**src/rtl/if_id_buffer.sv**
```systemverilog
// IF/ID pipeline buffer: a small FIFO of {instn, pc, nextpc} between fetch and decode.
// Ready/valid are derived from the registered count only, with no combinational path from in_* to out_*.
module if_id_buffer #(
    parameter int DEPTH = 2,
    parameter int WIDTH = 32
) (
    input  logic             clk,
    input  logic             reset,
    input  logic             in_valid,
    input  logic [WIDTH-1:0] in_instn,
    input  logic [WIDTH-1:0] in_pc,
    input  logic [WIDTH-1:0] in_nextpc,
    output logic             in_ready,
    input  logic             flush,
    output logic             out_valid,
    output logic [WIDTH-1:0] out_instn,
    output logic [WIDTH-1:0] out_pc,
    output logic [WIDTH-1:0] out_nextpc,
    input  logic             out_ready,
    output logic [3:0]       count
);

    localparam int PTR_W = (DEPTH > 1) ? $clog2(DEPTH) : 1;

    typedef struct packed {
        logic [WIDTH-1:0] instn;
        logic [WIDTH-1:0] pc;
        logic [WIDTH-1:0] nextpc;
    } entry_t;

    entry_t           mem_q [DEPTH];
    logic [PTR_W-1:0] rd_ptr_q, rd_ptr_d;
    logic [PTR_W-1:0] wr_ptr_q, wr_ptr_d;
    logic [3:0]       count_q, count_d;
    logic             push, pop;
    entry_t           head;

    assign in_ready  = (count_q != 4'(DEPTH));
    assign out_valid = (count_q != 4'd0);
    assign count     = count_q;

    assign push = in_valid  && in_ready  && !flush;
    assign pop  = out_valid && out_ready && !flush;

    // Pointers wrap naturally because DEPTH is a power of two.
    always_comb begin
        rd_ptr_d = rd_ptr_q;
        wr_ptr_d = wr_ptr_q;
        count_d  = count_q;
        if (flush) begin
            rd_ptr_d = '0;
            wr_ptr_d = '0;
            count_d  = 4'd0;
        end else begin
            if (push) wr_ptr_d = wr_ptr_q + PTR_W'(1);
            if (pop)  rd_ptr_d = rd_ptr_q + PTR_W'(1);
            case ({push, pop})
                2'b10:   count_d = count_q + 4'd1;
                2'b01:   count_d = count_q - 4'd1;
                default: count_d = count_q;
            endcase
        end
    end

    always_ff @(posedge clk or negedge reset) begin
        if (!reset) begin
            rd_ptr_q <= '0;
            wr_ptr_q <= '0;
            count_q  <= 4'd0;
        end else begin
            rd_ptr_q <= rd_ptr_d;
            wr_ptr_q <= wr_ptr_d;
            count_q  <= count_d;
        end
    end

    // Payload storage carries no reset; validity lives entirely in count_q.
    always_ff @(posedge clk) begin
        if (push) begin
            mem_q[wr_ptr_q] <= '{instn: in_instn, pc: in_pc, nextpc: in_nextpc};
        end
    end

    // Empty buffer presents zeros so decode sees a NOP.
    always_comb begin
        head = '0;
        if (out_valid) head = mem_q[rd_ptr_q];
    end

    assign out_instn  = head.instn;
    assign out_pc     = head.pc;
    assign out_nextpc = head.nextpc;

endmodule

```
**config.mk**
```make
export PLATFORM = sky130hd
export DESIGN_NAME = if_id_buffer
export DESIGN_NICKNAME = d
export VERILOG_FILES = /design/src/rtl/if_id_buffer.sv
export SDC_FILE = /design/constraint.sdc
export NUM_CORES = 1
export LEC_CHECK = 0
export BUFFER_PORTS_ARGS = -buffer_cell sky130_fd_sc_hd__buf_4
export CORE_UTILIZATION = 50
export DETAILED_ROUTE_END_ITERATION = 7
export GPL_ROUTABILITY_DRIVEN = 0
export PLACE_DENSITY = 0.84
export SYNTH_ARGS = -nofsm -noshare
export SYNTH_HDL_FRONTEND = slang
export SYNTH_SLANG_ARGS = --single-unit
```
**constraint.sdc**
```tcl
create_clock -name clk -period 10.02 [get_ports clk]
set_input_delay 0.501 -clock clk [delete_from_list [all_inputs] [get_ports clk]]
set_output_delay 0.501 -clock clk [all_outputs]
set_load 0.03 [all_outputs]
```
==> flow_metrics.tcl <==
set metrics [dict create \
    relSlewSlack 0.328 \
    cp_max_fo 50 \
    clkSinkCount 198 \
    synthFlopType "edfxtp_1" \
    fin_crit_sh 0.336 \
    portBuffers 202 \
    num_rows 44 \
    grt_overflow 0 \
    tightestPinTransition_ns 1.01 \
    areaGrowthSynthToFinish_pct 29.9 \
    yosysSeqAreaShare 0.773 \
    syn_inst 456 \
    synth_top_area_share 0.754 \
    slowest_stage "dfrtp_4" \
    endpoint_kind "primary output" \
    reg2reg_to "count[3]" \
    slew_violations 0 \
    rsz0062_at_grt "no" \
    first_pass_iters 4 \
    drive_above_1_share 0.366 \
    max_freq_ghz 0.297 \
    syn_nets 559 \
    core_region_area_sq_mm 0.0148 \
    hold_viol_final 0 \
    hold_path_class "primary input to register" \
    hold-path-cell-count 1 \
    worstPathArrival_ns 2.87 \
    finalPower_mw 3.43 \
    max_cap_violations 0 \
    instances_no_fill 857 \
    fill_cells 1014 \
    grt_util_all_layers 0.190 \
    period_needed_ns 3.37 \
    finClkSkew_ns 0.0101 \
    ys_seq_elements 198 \
    netlist_top_cells_area "edfxtp_1 75%, mux2i_1 13%, nor2_1 5.1%" \
    startpoint_type "register" \
    root_buffer "clkbuf_16" \
    crit_top_cell "buf_4" \
    status "finished, final reports clean" \
    synth_warnings 0 \
    netlist_area_sq_mm 0.00765 \
    die_area_sq_mm 0.0158 \
    htreeDepth 4 \
    wirelength_mm 14.7 \
    required_ns 9.52 \
    crit_buf_inv 2 \
    r2r_slack_ns 7.18 \
    viasPerCell 5.18 \
    placed_cells_incl_taps 824 \
    path_clk_slew_ns 0.07 \
    grt_pass1_wl_mm 22.6 \
    synth_most_common_cell "edfxtp_1" \
    yosysUniqueCellTypes 31 \
    setup-violations-final 0 \
    max_stage_delay_ns 0.96 \
    grt_max_degree 97 \
    clk_latency_ns 0.43 \
    dp_hpwl_mm 9.58 \
    avgSynthCellArea_sq_um 16.8 \
    n_antenna_cell 0 \
    ir_drop_mv 0.327 \
    critPathLaunch "rd_ptr_q" \
    synthArstFlopShare 0.0303 \
    drtIter0Drc 255 \
    rr_startpoint "count[0]" \
    path_delay_family "buffers and inverters" \
    die_h_microns 126 \
    start_util 0.519 \
    worstPathCellList "buf_4 -> mux2i_1 -> nor2_1 -> buf_4" \
    fin_tns_setup_ns 0 \
    ant_nets 0 \
    cp.depth 4 \
    die_w_microns 126 \
    numCtsBuffers 17 \
    synth_top_cell_by_area "edfxtp_1" \
    dr_total_vias 4440 \
    netlist_top_cells_count "192 x edfxtp_1, 104 x nor2_1, 98 x mux2i_1" \
    cellLeakagePower_nw 3.76 \
    cts_tree "done" \
    nNetsFinal 763 \
    reg2regPathDepth 9 \
    p_per_area_mw_per_mm2 345 \
    io_pins 203 \
    first_global_vias 4566 \
    drc 0 \
    crit_path_end "out_instn[17]" \
    synth_edf_count 192 \
    drt-wirelength-per-cell_microns 17.1 \
    crit_type "register to primary output" \
    antenna_found_initial 0 \
    cts.path.max_buffers 2 \
]
[cell usage in the layout, fill, tap and decap left out, types with 2 or more instances in the layout]
cell type | netlist | routed
buf_4 | 0 | 208
edfxtp_1 | 192 | 192
nor2_1 | 104 | 104
mux2i_1 | 98 | 98
clkbuf_16 | 0 | 17
dfrtp_1 | 6 | 5
inv_8 | 0 | 4
xnor2_1 | 3 | 3
nor3b_1 | 3 | 2
xor2_1 | 2 | 2
nor2b_1 | 2 | 2
o211ai_1 | 2 | 2
ha_1 | 2 | 2
clkinv_1 | 0 | 2
clkinv_2 | 0 | 2
clkinv_4 | 0 | 2
clkinvlp_4 | 0 | 2
inv_6 | 0 | 2
[cell families after synthesis]
kind of cell | share of synthesized area
xor gates and xnor gates | 0.00785
muxes | 0.130
and+or+nand+nor | 0.0641
DFF | 0.773
buffers and inverters | 0.0136
adders and majority gates | 0.00327
AOI/OAI and AO/OA | 0.00834
[timing repair]
item / in CTS / in global routing
buffers inserted: 0 / 0
hold buffers: 1 / 0
resized for setup: 0 / 0
endpoints found under the hold margin: 6 / 0
[stage by stage]
step	hold slack, ns	utilization	setup WS, ns	cell area [sq um]
after global routing	0.229	0.674	6.44	9940
after detailed placement	0.316	0.634	7.12	9360
after CTS	0.230	0.674	6.58	9940
final	0.254	0.674	6.65	9940
after floorplan	0.205	-	1.04	7650
after global placement	0.312	0.634	7.14	9360
[routing by layer]
| metal | vias up | part of all wire | GRT usage |
|---|---|---|---|
| li1 | 2099 | - | - |
| met1 | 2131 | 0.40 | 0.214 |
| met2 | 183 | 0.50 | 0.326 |
| met3 | 27 | 0.073 | 0.0671 |
| met4 | 0 | 0.024 | 0.0875 |
| met5 | - | 0 | 0 |
[flip-flops by register name (all words and copies together), names as in the netlist]
name      flops
rd_ptr_q      1
wr_ptr_q      1
mem_q       192
count         4
[layout make-up]
cell class / instances / area, sq um / share of cell area
sequential: 198 / 5920 / 0.596
multi-input combinational: 232 / 1640 / 0.165
timing repair buffer: 209 / 1570 / 0.158
clock buffer: 17 / 425 / 0.0428
tap: 184 / 230 / 0.0232
clock inverter: 15 / 143 / 0.0144
inverter: 2 / 7.51 / 0.000755
[worst min-delay path by stage]
stage	endpoint	slack, ns	start
4_1_cts	mem_q[0][80]	0.23	in_instn[16]
6_report	mem_q[0][80]	0.25	in_instn[16]
2_1_floorplan	count[0]	0.21	reset
5_1_grt	mem_q[1][80]	0.23	in_instn[16]
3_3_place_gp	count[3]	0.31	reset
3_5_place_dp	count[3]	0.32	reset
[worst register-to-register path: stages, from the launching register on]
cell and delay, ns:
dfrtp_1 0.51, o31ai_1 0.37, nand2_1 0.13, nor3b_1 0.33
ha_1 0.36, and4b_1 0.21, a21oi_1 0.15, a211oi_1 0.10
a41oi_1 0.21, mux2_1 0.34
[where the power goes]
part           switching (mW)  leakage, nW  internal (mW)
combinational            1.09         1.64          0.612
clock                   0.299        0.276          0.349
sequential             0.0826         1.84          0.993
total                    1.47         3.76           1.95
Power figures use the tool's default switching activity.
